==> src/rtl/shift_reg_pkg.sv <==
// Shared mode, state and direction codes for the universal shift register.
// Imported by the burst controller, the top datapath and the bench.
package shift_reg_pkg;

  typedef enum logic [1:0] {
    HOLD      = 2'b00,
    SHIFT     = 2'b01,
    PARA_LOAD = 2'b10,
    ROTATE    = 2'b11
  } mode_e;

  typedef enum logic {
    IDLE = 1'b0,
    RUN  = 1'b1
  } state_e;

  localparam logic LEFT  = 1'b0;
  localparam logic RIGHT = 1'b1;

  function automatic logic is_burst_mode(input logic [1:0] m);
    return (m == SHIFT) || (m == ROTATE);
  endfunction

endpackage

==> src/rtl/shift_reg_universal_n_if.sv <==
// Control/data bundle of the universal shift register.
// The master drives controls and data; the slave is the register.
interface shift_reg_universal_n_if #(
  parameter int WIDTH = 4,
  parameter int CNT_W = 8
);
  logic             ENB;
  logic [1:0]       MODO;
  logic             DIR;
  logic             S_IN;
  logic [WIDTH-1:0] D;
  logic             START;
  logic [CNT_W-1:0] COUNT;
  logic [WIDTH-1:0] Q;
  logic             S_OUT;
  logic             BUSY;
  logic             DONE;

  modport master (
    output ENB, MODO, DIR, S_IN, D, START, COUNT,
    input  Q, S_OUT, BUSY, DONE
  );

  modport slave (
    input  ENB, MODO, DIR, S_IN, D, START, COUNT,
    output Q, S_OUT, BUSY, DONE
  );
endinterface

==> src/rtl/shift_burst_ctrl.sv <==
// Burst FSM: latches count/mode/dir, issues one step per enabled edge,
// and produces BUSY plus a registered one-cycle DONE.
module shift_burst_ctrl
  import shift_reg_pkg::*;
#(
  parameter int CNT_W = 8
) (
  input  logic             clk,
  input  logic             rst_n,
  input  logic             enb,
  input  logic [1:0]       modo,
  input  logic             dir,
  input  logic             start,
  input  logic [CNT_W-1:0] count,
  output logic             step,
  output mode_e            eff_mode,
  output logic             eff_dir,
  output logic             busy,
  output logic             done
);

  state_e           state_q, state_d;
  logic [CNT_W-1:0] cnt_q, cnt_d;
  mode_e            mode_q, mode_d;
  logic             dir_q, dir_d;
  logic             done_q, done_d;

  always_ff @(posedge clk or negedge rst_n) begin
    if (!rst_n) begin
      state_q <= IDLE;
      cnt_q   <= '0;
      mode_q  <= HOLD;
      dir_q   <= LEFT;
      done_q  <= 1'b0;
    end else begin
      state_q <= state_d;
      cnt_q   <= cnt_d;
      mode_q  <= mode_d;
      dir_q   <= dir_d;
      done_q  <= done_d;
    end
  end

  always_comb begin
    state_d  = state_q;
    cnt_d    = cnt_q;
    mode_d   = mode_q;
    dir_d    = dir_q;
    done_d   = 1'b0;
    step     = 1'b0;
    eff_mode = mode_e'(modo);
    eff_dir  = dir;
    unique case (state_q)
      IDLE: begin
        step = enb;
        if (enb && start && is_burst_mode(modo)) begin
          // Accepting a burst consumes the edge without shifting.
          step = 1'b0;
          if (count != '0) begin
            state_d = RUN;
            cnt_d   = count;
            mode_d  = mode_e'(modo);
            dir_d   = dir;
          end else begin
            done_d = 1'b1;
          end
        end
      end
      RUN: begin
        eff_mode = mode_q;
        eff_dir  = dir_q;
        if (enb) begin
          step  = 1'b1;
          cnt_d = cnt_q - CNT_W'(1);
          if (cnt_q == CNT_W'(1)) begin
            state_d = IDLE;
            done_d  = 1'b1;
          end
        end
      end
      default: state_d = IDLE;
    endcase
  end

  assign busy = (state_q == RUN);
  assign done = done_q;

endmodule

==> src/rtl/shift_reg_universal_n.sv <==
// Parametrised universal shift register with hold/shift/load/rotate
// and a counted shift/rotate burst engine.
module shift_reg_universal_n
  import shift_reg_pkg::*;
#(
  parameter int WIDTH = 4,
  parameter int CNT_W = 8
) (
  input logic                    CLK,
  input logic                    RESET_N,
  shift_reg_universal_n_if.slave bus
);

  logic             step;
  mode_e            eff_mode;
  logic             eff_dir;
  logic [WIDTH-1:0] q_q, q_d;

  shift_burst_ctrl #(
    .CNT_W(CNT_W)
  ) u_ctrl (
    .clk     (CLK),
    .rst_n   (RESET_N),
    .enb     (bus.ENB),
    .modo    (bus.MODO),
    .dir     (bus.DIR),
    .start   (bus.START),
    .count   (bus.COUNT),
    .step    (step),
    .eff_mode(eff_mode),
    .eff_dir (eff_dir),
    .busy    (bus.BUSY),
    .done    (bus.DONE)
  );

  always_ff @(posedge CLK or negedge RESET_N) begin
    if (!RESET_N) q_q <= '0;
    else          q_q <= q_d;
  end

  always_comb begin
    q_d = q_q;
    if (step) begin
      unique case (eff_mode)
        HOLD:      q_d = q_q;
        SHIFT:     q_d = (eff_dir == LEFT)
                         ? {q_q[WIDTH-2:0], bus.S_IN}
                         : {bus.S_IN, q_q[WIDTH-1:1]};
        PARA_LOAD: q_d = bus.D;
        ROTATE:    q_d = (eff_dir == LEFT)
                         ? {q_q[WIDTH-2:0], q_q[WIDTH-1]}
                         : {q_q[0], q_q[WIDTH-1:1]};
        default:   q_d = q_q;
      endcase
    end
  end

  assign bus.Q     = q_q;
  assign bus.S_OUT = (eff_dir == LEFT) ? q_q[WIDTH-1] : q_q[0];

endmodule

==> src/flat_wrapper.sv <==
// flat-port wrapper written by rule: the top's interface ports become plain ports
module shift_reg_universal_n_flat import shift_reg_pkg::*;
#(
  parameter int WIDTH = 4,
  parameter int CNT_W = 8
)
  (CLK, RESET_N, bus_ENB, bus_MODO, bus_DIR, bus_S_IN, bus_D, bus_START, bus_COUNT, bus_Q, bus_S_OUT, bus_BUSY, bus_DONE);
  shift_reg_universal_n_if #(.WIDTH(WIDTH), .CNT_W(CNT_W)) bus_i ();
  input logic CLK;
  input logic RESET_N;
  input wire logic [$bits(bus_i.ENB)-1:0] bus_ENB;
  input wire logic [$bits(bus_i.MODO)-1:0] bus_MODO;
  input wire logic [$bits(bus_i.DIR)-1:0] bus_DIR;
  input wire logic [$bits(bus_i.S_IN)-1:0] bus_S_IN;
  input wire logic [$bits(bus_i.D)-1:0] bus_D;
  input wire logic [$bits(bus_i.START)-1:0] bus_START;
  input wire logic [$bits(bus_i.COUNT)-1:0] bus_COUNT;
  output wire logic [$bits(bus_i.Q)-1:0] bus_Q;
  output wire logic [$bits(bus_i.S_OUT)-1:0] bus_S_OUT;
  output wire logic [$bits(bus_i.BUSY)-1:0] bus_BUSY;
  output wire logic [$bits(bus_i.DONE)-1:0] bus_DONE;
  assign bus_i.ENB = bus_ENB;
  assign bus_i.MODO = bus_MODO;
  assign bus_i.DIR = bus_DIR;
  assign bus_i.S_IN = bus_S_IN;
  assign bus_i.D = bus_D;
  assign bus_i.START = bus_START;
  assign bus_i.COUNT = bus_COUNT;
  assign bus_Q = bus_i.Q;
  assign bus_S_OUT = bus_i.S_OUT;
  assign bus_BUSY = bus_i.BUSY;
  assign bus_DONE = bus_i.DONE;
  shift_reg_universal_n #(.WIDTH(WIDTH), .CNT_W(CNT_W)) u_core (.CLK(CLK), .RESET_N(RESET_N), .bus(bus_i));
endmodule
==> config.mk <==
export PLATFORM = sky130hd
export DESIGN_NAME = shift_reg_universal_n_flat
export DESIGN_NICKNAME = d
export VERILOG_FILES = /design/src/rtl/shift_reg_pkg.sv /design/src/rtl/shift_reg_universal_n_if.sv /design/src/rtl/shift_burst_ctrl.sv /design/src/rtl/shift_reg_universal_n.sv /design/src/flat_wrapper.sv
export SDC_FILE = /design/constraint.sdc
export NUM_CORES = 1
export LEC_CHECK = 0
export CORE_ASPECT_RATIO = 0.6
export CORE_UTILIZATION = 51
export CTS_BUF_LIST = sky130_fd_sc_hd__clkbuf_2 sky130_fd_sc_hd__clkbuf_4 sky130_fd_sc_hd__clkbuf_8
export DETAILED_ROUTE_END_ITERATION = 8
export HOLD_SLACK_MARGIN = 0.06
export PLACE_DENSITY_LB_ADDON = 0.3
export SLEW_MARGIN = 25
export SYNTH_ARGS = -nofsm -noshare
export SYNTH_HDL_FRONTEND = slang
export SYNTH_HIERARCHICAL = 1
export SYNTH_SLANG_ARGS = --single-unit
export TNS_END_PERCENT = 100
==> constraint.sdc <==
create_clock -name CLK -period 2.1 [get_ports CLK]
set_input_delay 0.42 -clock CLK [delete_from_list [all_inputs] [get_ports CLK]]
set_output_delay 0.42 -clock CLK [all_outputs]
set_load 0.05 [all_outputs]
# Word level (Yosys, flattened, before mapping)
# Index checks and enable logic that the tools add are counted.
dict set report totals {
  ff_bits 17
  latch_bits 0
  ram_bits 0
  romBits 0
  in_bits 20
  out_inout_bits 7
  word_cells 49
  n_memories 0
}
dict set report classes {
  add_sub_neg 1
  n_mul 0
  div 0
  order_cmp 0
  eq_ne 9
  n_shift 0
  mux 23
  bitwise 2
  n_reduce_logical 8
}
# operator n
set op_table {}
lappend op_table {{8-bit two-way mux} 3}
lappend op_table {{8-bit case mux with 2 select lines} 1}
lappend op_table {{1-bit two-way mux} 12}
lappend op_table {{4-bit case mux with 3 select lines} 1}
lappend op_table {{8-bit by 1-bit == test with 1-bit output, second input constant} 1}
lappend op_table {{4-bit two-way mux} 2}
lappend op_table {{8-bit nonzero test} 1}
lappend op_table {{8-bit by 1-bit subtractor with 8-bit output, second input constant} 1}
lappend op_table {{2-bit == test, second input constant} 3}
lappend op_table {{2-bit inequality test, second input constant} 3}
lappend op_table {{1-bit case mux with 2 select lines} 3}
lappend op_table {{3-bit AND reduction} 2}
lappend op_table {{2-bit by 1-bit == test with 1-bit output, second input constant} 2}
lappend op_table {{1-bit logical AND} 2}
lappend op_table {{2-bit zero test} 1}
lappend op_table {{2-bit two-way mux} 1}
lappend op_table {{1-bit NOT} 2}
lappend op_table {{2-bit AND reduction} 1}
lappend op_table {{1-bit logical OR} 1}

# Depth between registers and ports, before layout
# Gate-level depths: netlist (run 1).
dict set report depth {
  word_depth 6
  depth_mapped 6
  mapped_depth_nobuf 6
}

# Hierarchy
# The synthesis (run 1) kept the hierarchy.
# module instances cells_per_inst area_each_um2 seq_area_each_um2
set by_module_without_submodules {}
lappend by_module_without_submodules {shift_burst_ctrl 1 89 817.0 325.3}
lappend by_module_without_submodules {shift_reg_universal_n 1 36 312.8 100.1}

# Worst setup path before layout (run 1)
# No wires, ideal clock.
dict set report synth_path {
  kind {flip-flop to output port}
  start {reg u_core.u_ctrl.state_q, in the netlist u_core/u_ctrl/busy}
  end {out bus_S_OUT}
  t_arrival_ns 1.854
  setup_slack_ns -0.174
  path_stages_with_launch 6
  path_buffers 2
  path_cell_list {dfrtp_1 -> buf_6 -> mux2_2 -> buf_6 -> or2b_1 -> nand2_1}
}
dict set report synth_via {
  elab_chain_len 2
}
# item line
set synth_lines {}
lappend synth_lines {{start: declaration} shift_burst_ctrl.sv:22} ;# state_e state_q, state_d;
lappend synth_lines {{start signal: assignment} shift_burst_ctrl.sv:36} ;# state_q <= state_d;
lappend synth_lines {{1-bit two-way mux} shift_burst_ctrl.sv:53} ;# unique case (state_q)
lappend synth_lines {{named net u_core.eff_dir} shift_reg_universal_n.sv:16} ;# logic eff_dir;
lappend synth_lines {{1-bit two-way mux} shift_reg_universal_n.sv:59} ;# assign bus.S_OUT = (eff_dir == LEFT) ? q_q[WIDTH-1] : q_q[0];
lappend synth_lines {{end: declaration} flat_wrapper.sv:19} ;# output wire logic [$bits(bus_i.S_OUT)-1:0] bus_S_OUT;
# The timed path passes the listed nets, and every way through them passes these cells.

# Final worst setup path (run 1)
# Ends and elaborated chain as after synthesis.

==> flow_metrics.py, run 1 <==
metrics = {
    "run_status": {
        "status": "complete, no violations",
    },
    "sta": {
        "rsz0062_at_grt": "false",
        "fin_setup_tns_ps": 0,
        "final.period_utilization_pct": 96.9,
        "worstMarginPinSlew_ps": 500,
        "finalClockSkew_ps": 1.73,
        "timing.slew.headroom_pct": 66.5,
        "max_freq_mhz": 491,
        "hold_slack_ps": 481,
        "drv_slew": 0,
        "hold_viol": 0,
        "fin_crit_ps": 2030,
        "setup_viol_count_final": 0,
        "fin_ws_ps": 65.2,
    },
    "grt": {
        "grt_first_pass_wirelength_um": 4730,
        "grt_overflow": 0,
        "met3_usage_pct": 6.55,
        "grt_pass1_vias": 953,
        "met2_usage_pct": 39.9,
        "grt_max_degree": 18,
        "antenna_found_initial": 0,
        "busiest_layer": "met1",
        "grt_use_total_pct": 27.0,
        "met1_usage_pct": 40.3,
    },
    "floorplanning": {
        "die_y_um": 38.5,
        "core_area_mm2": 0.00197,
        "start_util_pct": 57.4,
        "die_width_um": 62.8,
        "row_count": 12,
        "dieArea_mm2": 0.00241,
        "io-pin-count": 27,
    },
    "power_and_ir_drop": {
        "powerDensity_mw_per_mm2": 1450,
        "vdd_drop_max_v": 0.000686,
        "power_leakage_nw": 0.651,
        "p_sw_share_pct": 45.3,
        "p_seq_share_pct": 31.3,
        "switching_power_mw": 0.983,
        "power.internal_mw": 1.19,
        "total_power_mw": 2.17,
        "combPwrFrac_pct": 57.2,
        "clockPowerShare_pct": 11.5,
    },
    "drt": {
        "drc": 0,
        "totalWireLength_um": 3000,
        "drt_iter0_drc": 113,
        "drt-vias-per-instance": 6.19,
        "firstDrtPassIters": 6,
        "vias": 1146,
        "drtAntennaViolNets": 0,
        "wl_per_cell_um": 16.2,
    },
    "synthesis": {
        "yosysTopAreaCellShare_pct": 37.7,
        "synth_area_mm2": 0.00113,
        "netlist_top_cells_count": "dfrtp_1, nand2_1, o21ai_0",
        "synth_area_leaders": "dfrtp_1, nand2_1, mux2_2",
        "syn_nets": 147,
        "syn_area_per_cell_um2": 9.04,
        "ys.flop_type": "dfrtp_1",
        "yosysWarnings": 6,
        "async_reset_ff_share_pct": 100,
        "yosys.area.top_type": "dfrtp_1",
        "synth_cell_types": 33,
        "ys_ff_latch": 17,
        "synthCells": 125,
        "yosysMostFrequentCell": "dfrtp_1",
        "yosysSeqAreaShare_pct": 37.7,
        "synth-edff-count": 0,
    },
    "critical_path": {
        "slowest_stage": "dfrtp_2",
        "cp.required_ps": 1680,
        "crit_arrival_ps": 1610,
        "path_max_fanout": 13,
        "startpoint_type": "register",
        "crit_path_max_incr_delay_ps": 510,
        "cp_cell_sequence": "mux2_2, or2b_1, nand2_2, buf_12",
        "end_kind": "primary output",
        "crit_type": "reg -> out",
    },
    "place": {
        "place.gp.congestion": 0.948,
        "placed_area_mm2": 0.00145,
        "port_buffers": 26,
        "placed_cells": 181,
        "post-dp-hpwl_um": 2290,
        "post-place-ws_ps": 40.6,
    },
    "finish": {
        "fin_util_pct": 76.1,
        "area_growth_pct": 32.4,
        "drive_gt1_share_pct": 19.1,
        "num_antenna_cells": 0,
        "stdcell_count": 185,
        "finalNetCount": 180,
        "fin_area_mm2": 0.00150,
    },
    "clock_network": {
        "h-tree-depth": 1,
        "cts_buffer_depth": 2,
        "cts_tree": "done",
        "clock_latency_ps": 250,
        "clock-sinks": 17,
        "clkTransAtPathRegs_ps": 60,
        "post_cts_buffers": 0,
        "numCtsBuffers": 3,
        "root_buffer": "clkbuf_8",
        "cts_resized": 0,
        "ctsHoldBuffers": 0,
    },
    "min_path": {
        "hold_class": "reg -> reg",
    },
    "flow_run": {
        "drv_cap": 0,
    },
}
-- path summary, 6_finish.rpt --
check / from / to / slack, ps / cells after the start
min reg2reg: u_core/u_ctrl/mode_q[0]$_DFFE_PN0P_ / u_core/u_ctrl/mode_q[0]$_DFFE_PN0P_ / 480 / 1
max in group asynchronous: RESET_N / u_core/u_ctrl/busy$_DFF_PN0_ / 1400 / 2
max: u_core/u_ctrl/busy$_DFF_PN0_ / bus_S_OUT / 70 / 4
min: u_core/u_ctrl/mode_q[0]$_DFFE_PN0P_ / u_core/u_ctrl/mode_q[0]$_DFFE_PN0P_ / 480 / 1
min in group asynchronous: RESET_N / u_core/u_ctrl/cnt_q[0]$_DFFE_PN0P_ / 500 / 2
max reg2reg: u_core/u_ctrl/cnt_q[0]$_DFFE_PN0P_ / u_core/u_ctrl/cnt_q[6]$_DFFE_PN0P_ / 210 / 6
-- final cells by class --
class	count	area, um2
tap	28	35.0
fill	144	470
clock buffer	4	48.8
inverter	5	18.8
timing repair buffer	35	335
sequential	17	427
multi-input combinational	96	632
-- cell families after synthesis --
family | share of synthesized area, %
buffers and inverters | 6.64
AOI/OAI and AO/OA | 23.5
adders and majority gates | 2.21
DFF | 37.7
and+or+nand+nor | 21.5
muxes | 8.53
-- state kept, by name, summed over array words and instances (netlist names) --
register,cells
u_core/u_ctrl/done,1
u_core/u_ctrl/busy,1
u_core/u_ctrl/dir_q,1
u_core/u_ctrl/cnt_q,8
u_core/u_ctrl/mode_q,2
u_core/bus.Q,4
-- routing by layer --
metal | routed length (um) | part of all wire, %
met1 | 1420 | 47
met2 | 1280 | 43
met3 | 298 | 9.9
met4 | 0 | 0
met5 | 0 | 0
-- cell usage in the layout, fill, tap and decap left out, drive strengths merged --
cell           count
or2b               1
a21o               2
and3               1
nor3b              2
mux2i              4
mux2               5
ha                 2
nand2             16
a211oi             2
buf               11
nor2               8
clkdlybuf4s50     24
and2b              2
a221oi             3
o21a               1
a21bo              1
clkbuf             4
nand3              8
nand2b             3
a21oi              8
o21ai             10
a31oi              2
and4b              1
nor3               3
o221a              3
nor4               3
inv                5
a32oi              1
dfrtp             17
o211ai             1
o22ai              1
o32a               2
-- critical path: cells and delay by family, from the launching register on --
kind	cells	cell delay (ps)
simple gates	2	340
mux	1	380
buf+inv	1	130
flops	1	510
-- power by group through the flow --
| stage | registers (mW) | logic, mW | clock network, mW |
|---|---|---|---|
| 6_report | 0.680 | 1.24 | 0.250 |
| 5_1_grt | 0.707 | 1.35 | 0.276 |
| 4_1_cts | 0.671 | 1.24 | 0.256 |
| 3_5_place_dp | 0.674 | 1.23 | 0 |
| 3_3_place_gp | 0.658 | 1.19 | 0 |
| 2_1_floorplan | 0.751 | 0.793 | 0 |
Power figures use the tool's default switching activity.
==> run 2: changes to the inputs <==
Settings changed: RECOVER_POWER from default to 100, SLEW_MARGIN 25 to 20.
==> run 2 against run 1 <==
Worst hold slack improved by 6.3 ps. Count of clock-buffer cells in the layout is the same. Routed wire length up 1.4%. First-iteration DRC count fell by 6.2%. Via count is 0.35% lower. Maximum frequency decreased by 0.12%. Power fell by 0.91%. Die area unchanged. Final area fell by 0.92%. Cell count unchanged. Largest cell class unchanged. Highest routed layer is now met4.
==> flow_metrics.py, run 2 (synthesis gave the netlist of run 1 again) <==
metrics = {
    "finish": {
        "area_growth_pct": 31.2,
        "num_antenna_cells": 0,
        "final_common_cell": "clkdlybuf4s50_1",
        "largest_register_ff_count": 8,
        "regMostFlops": "u_core/u_ctrl/cnt_q",
        "layout_common_cells": "clkdlybuf4s50_1, dfrtp_1, nand2_1, o21ai_0",
        "finalNetCount": 180,
        "drive_gt1_share_pct": 17.2,
        "stdcell_count": 185,
    },
    "clock_network": {
        "clock_latency_ps": 250,
        "cts_buffer_depth": 2,
        "cts_resized": 0,
        "cts_tree": "done",
        "ctsHoldBuffers": 0,
        "h-tree-depth": 1,
        "clock-sinks": 17,
        "clkTransAtPathRegs_ps": 60,
        "post_cts_buffers": 0,
        "numCtsBuffers": 3,
        "root_buffer": "clkbuf_8",
    },
    "critical_path": {
        "path_max_fanout": 13,
        "crit_arrival_ps": 1620,
        "startpoint_type": "register",
        "crit_type": "reg -> out",
        "end_kind": "primary output",
        "cp.required_ps": 1680,
    },
    "grt": {
        "grt_max_degree": 18,
        "grt_first_pass_wirelength_um": 4730,
        "antenna_found_initial": 0,
        "grt_overflow": 0,
        "grt_pass1_vias": 953,
        "grt_use_total_pct": 27.0,
    },
    "min_path": {
        "hold_class": "reg -> reg",
    },
    "flow_run": {
        "drv_cap": 0,
    },
    "floorplanning": {
        "start_util_pct": 57.4,
        "dieArea_mm2": 0.00241,
        "row_count": 12,
        "die_width_um": 62.8,
        "core_area_mm2": 0.00197,
        "io-pin-count": 27,
        "die_y_um": 38.5,
    },
    "place": {
        "post-dp-hpwl_um": 2290,
        "post-place-ws_ps": 40.6,
        "place.gp.congestion": 0.948,
        "port_buffers": 26,
        "placed_cells": 181,
    },
    "run_status": {
        "status": "complete, no violations",
    },
    "drt": {
        "drc": 0,
        "totalWireLength_um": 3040,
        "firstDrtPassIters": 5,
        "wl_per_cell_um": 16.4,
        "drtAntennaViolNets": 0,
        "vias": 1142,
        "drt_iter0_drc": 106,
        "drt-vias-per-instance": 6.17,
    },
    "sta": {
        "rsz0062_at_grt": "false",
        "final.period_utilization_pct": 97.0,
        "hold_viol": 0,
        "drv_slew": 0,
        "fin_setup_tns_ps": 0,
        "setup_viol_count_final": 0,
        "max_freq_mhz": 491,
        "fin_crit_ps": 2040,
        "timing.slew.headroom_pct": 40.7,
        "fin_ws_ps": 62.7,
        "worstMarginPinSlew_ps": 890,
        "finalClockSkew_ps": 1.55,
    },
    "power_and_ir_drop": {
        "vdd_drop_max_v": 0.000686,
        "power_leakage_nw": 0.644,
        "total_power_mw": 2.15,
        "powerDensity_mw_per_mm2": 1450,
    },
}
-- run 2: cell type report --
type / instances / area, um2
Inverter: 5 / 18.8
Tap cell: 28 / 35.0
Sequential cell: 17 / 427
Multi-Input combinational cell: 96 / 626
Fill cell: 150 / 484
Clock buffer: 4 / 48.8
Timing Repair Buffer: 35 / 328
-- run 2: per-layer routing --
layer,routed length (um),track usage [%],part of all wire [%],vias up
met5,0,0,0,-
met4,9,3.49,0.30,0
met3,325,6.55,11,3
met2,1280,39.9,42,75
met1,1420,40.3,47,538
li1,-,-,-,526
-- run 2: final timing paths --
kind | depth (start not counted) | start | slack (ps) | endpoint
worst max-delay path | 4 | u_core/u_ctrl/busy$_DFF_PN0_ | 60 | bus_S_OUT
worst min-delay path | 1 | u_core/u_ctrl/mode_q[0]$_DFFE_PN0P_ | 490 | u_core/u_ctrl/mode_q[0]$_DFFE_PN0P_
worst max register to register | 6 | u_core/u_ctrl/cnt_q[0]$_DFFE_PN0P_ | 220 | u_core/u_ctrl/cnt_q[6]$_DFFE_PN0P_
worst min register to register | 1 | u_core/u_ctrl/mode_q[0]$_DFFE_PN0P_ | 490 | u_core/u_ctrl/mode_q[0]$_DFFE_PN0P_
max in group asynchronous | 2 | RESET_N | 680 | u_core/u_ctrl/busy$_DFF_PN0_
min in group asynchronous | 2 | RESET_N | 810 | u_core/u_ctrl/cnt_q[0]$_DFFE_PN0P_
-- run 2: worst max-delay path, stage by stage (launching register included) --
cell and delay (ps):
dfrtp_2 520, mux2_2 380, or2b_1 250, nand2_2 90, buf_12 130
-- run 2: through the flow --
step / util [%] / hold WS [ps] / instance area, um2
2_1_floorplan: - / 124 / 1130
4_1_cts: 76.1 / 484 / 1500
3_5_place_dp: 73.6 / 469 / 1450
5_1_grt: 75.4 / 490 / 1480
6_report: 75.4 / 487 / 1480
3_3_place_gp: 73.6 / 444 / 1450
-- run 2: power by group --
part / switching, mW / internal [mW]
registers: 0.204 / 0.475
logic: 0.675 / 0.548
clock network: 0.102 / 0.147
==> run 3: changes to the inputs <==
Settings changed: RECOVER_POWER 100 to 25.
==> run 3 against run 2 <==
Routed wire length down 2.2%. Maximum frequency increased by 0.44%. Largest cell class unchanged. Power is 0.84% higher. Highest routed layer unchanged. Clock power is essentially flat. Combinational power hardly changed. Sequential power hardly changed. Critical path depth is the same. Utilization rose by 0.51 points. Sequential share of layout area down 0.19 points.
==> flow_metrics.py, run 3 (synthesis gave the netlist of run 1 again) <==
metrics = {
    "floorplanning": {
        "row_count": 12,
        "start_util_pct": 57.4,
        "die_width_um": 62.8,
        "core_area_mm2": 0.00197,
        "die_y_um": 38.5,
        "dieArea_mm2": 0.00241,
        "io-pin-count": 27,
    },
    "flow_run": {
        "drv_cap": 0,
    },
    "run_status": {
        "status": "complete, no violations",
    },
    "grt": {
        "grt_max_degree": 18,
        "grt_use_total_pct": 27.0,
        "met3_usage_pct": 6.55,
        "met2_usage_pct": 39.9,
        "grt_pass1_vias": 953,
        "grt_overflow": 0,
        "grt_first_pass_wirelength_um": 4730,
        "busiest_layer": "met1",
        "antenna_found_initial": 0,
        "met1_usage_pct": 40.3,
    },
    "clock_network": {
        "cts_buffer_depth": 2,
        "clkTransAtPathRegs_ps": 60,
        "clock-sinks": 17,
        "ctsHoldBuffers": 0,
        "post_cts_buffers": 0,
        "root_buffer": "clkbuf_8",
        "h-tree-depth": 1,
        "cts_tree": "done",
        "clock_latency_ps": 250,
        "numCtsBuffers": 3,
        "cts_resized": 0,
    },
    "sta": {
        "timing.slew.headroom_pct": 40.9,
        "hold_viol": 0,
        "fin_setup_tns_ps": 0,
        "rsz0062_at_grt": "false",
        "setup_viol_count_final": 0,
        "max_freq_mhz": 493,
        "worstMarginPinSlew_ps": 886,
        "fin_crit_ps": 2030,
        "finalClockSkew_ps": 1.43,
        "final.period_utilization_pct": 96.6,
        "drv_slew": 0,
    },
    "critical_path": {
        "end_kind": "primary output",
        "critical_path_buf_inv_count": 1,
        "ff2ff_path_depth": 6,
        "cp.required_ps": 1680,
        "crit_family": "flip-flops",
        "path_max_fanout": 13,
        "cp_cell_sequence": "mux2_2, or2b_1, nand2_2, buf_12",
        "slowest_stage": "dfrtp_2",
        "cp_num_cells": 4,
        "crit_arrival_ps": 1610,
        "startpoint_type": "register",
        "crit_type": "reg -> out",
        "crit_path_max_incr_delay_ps": 510,
    },
    "power_and_ir_drop": {
        "powerDensity_mw_per_mm2": 1450,
        "vdd_drop_max_v": 0.000689,
        "power_leakage_nw": 0.648,
    },
    "place": {
        "placed_cells": 181,
        "place.gp.congestion": 0.948,
        "post-dp-hpwl_um": 2290,
        "port_buffers": 26,
        "placed_area_mm2": 0.00145,
    },
    "drt": {
        "wl_per_cell_um": 16.1,
        "totalWireLength_um": 2970,
        "drt_iter0_drc": 107,
        "drc": 0,
        "firstDrtPassIters": 4,
        "drtAntennaViolNets": 0,
        "drt-vias-per-instance": 6.11,
        "vias": 1131,
    },
    "finish": {
        "stdcell_count": 185,
        "num_antenna_cells": 0,
        "layout_common_cells": "clkdlybuf4s50_1, dfrtp_1, nand2_1, o21ai_0, buf_4",
        "drive_gt1_share_pct": 18.5,
        "largest_register_ff_count": 8,
        "fin_area_mm2": 0.00149,
        "area_growth_pct": 32.1,
        "finalNetCount": 180,
        "regMostFlops": "u_core/u_ctrl/cnt_q",
        "final_common_cell": "clkdlybuf4s50_1",
        "fin_util_pct": 75.9,
        "nFillCells": 146,
    },
    "min_path": {
        "hold_class": "reg -> reg",
        "hold_depth": 1,
    },
}
[run 3: cell types whose count changed in the layout (fill, tap and decap cells not counted)]
cell,before,now
buf_4,8,9
dlygate4sd3_1,7,1
a221oi_2,0,1
a221oi_1,3,2
clkbuf_1,2,1
clkdlybuf4s50_1,17,23
[run 3: per-layer routing]
| metal | routed length (um) | vias up | part of all wire (%) |
|---|---|---|---|
| met1 | 1390 | 526 | 47 |
| met3 | 304 | 7 | 10 |
| met4 | 16 | 0 | 0.54 |
| li1 | - | 527 | - |
| met2 | 1260 | 71 | 42 |
| met5 | 0 | - | 0 |
[run 3: path summary, 6_finish.rpt]
path | slack (ps) | end | from
setup / recovery | 70 | bus_S_OUT | u_core/u_ctrl/busy$_DFF_PN0_
hold reg to reg | 480 | u_core/u_ctrl/mode_q[0]$_DFFE_PN0P_ | u_core/u_ctrl/mode_q[0]$_DFFE_PN0P_
hold / removal | 480 | u_core/u_ctrl/mode_q[0]$_DFFE_PN0P_ | u_core/u_ctrl/mode_q[0]$_DFFE_PN0P_
max in group asynchronous | 690 | u_core/u_ctrl/busy$_DFF_PN0_ | RESET_N
setup reg to reg | 220 | u_core/u_ctrl/cnt_q[6]$_DFFE_PN0P_ | u_core/u_ctrl/cnt_q[0]$_DFFE_PN0P_
min in group asynchronous | 810 | u_core/u_ctrl/cnt_q[0]$_DFFE_PN0P_ | RESET_N
[run 3: where the power goes]
part	switching, mW	internal [mW]	total (mW)	leakage, nW
logic	0.676	0.565	1.24	0.422
registers	0.203	0.475	0.678	0.200
clock network	0.103	0.147	0.251	0.0262
total	0.982	1.19	2.17	0.648
[run 3: metrics by stage]
step | hold slack (ps) | setup WS [ps] | power [mW]
finish | 481 | 71.5 | 2.17
global route | 490 | 0.788 | 2.33
CTS | 484 | 63.8 | 2.16
detailed placement | 469 | 40.6 | 1.90
global placement | 444 | 59.5 | 1.84
floorplan | 124 | 80.9 | 1.54
[run 3: layout make-up]
| class | count | area [um2] | share of cell area, % |
|---|---|---|---|
| multi-input cells | 96 | 632 | 42.3 |
| clock buffers | 4 | 48.8 | 3.27 |
| inverters | 5 | 18.8 | 1.26 |
| well taps | 28 | 35.0 | 2.35 |
| repair buffers | 35 | 332 | 22.2 |
| flip-flops and latches | 17 | 427 | 28.6 |
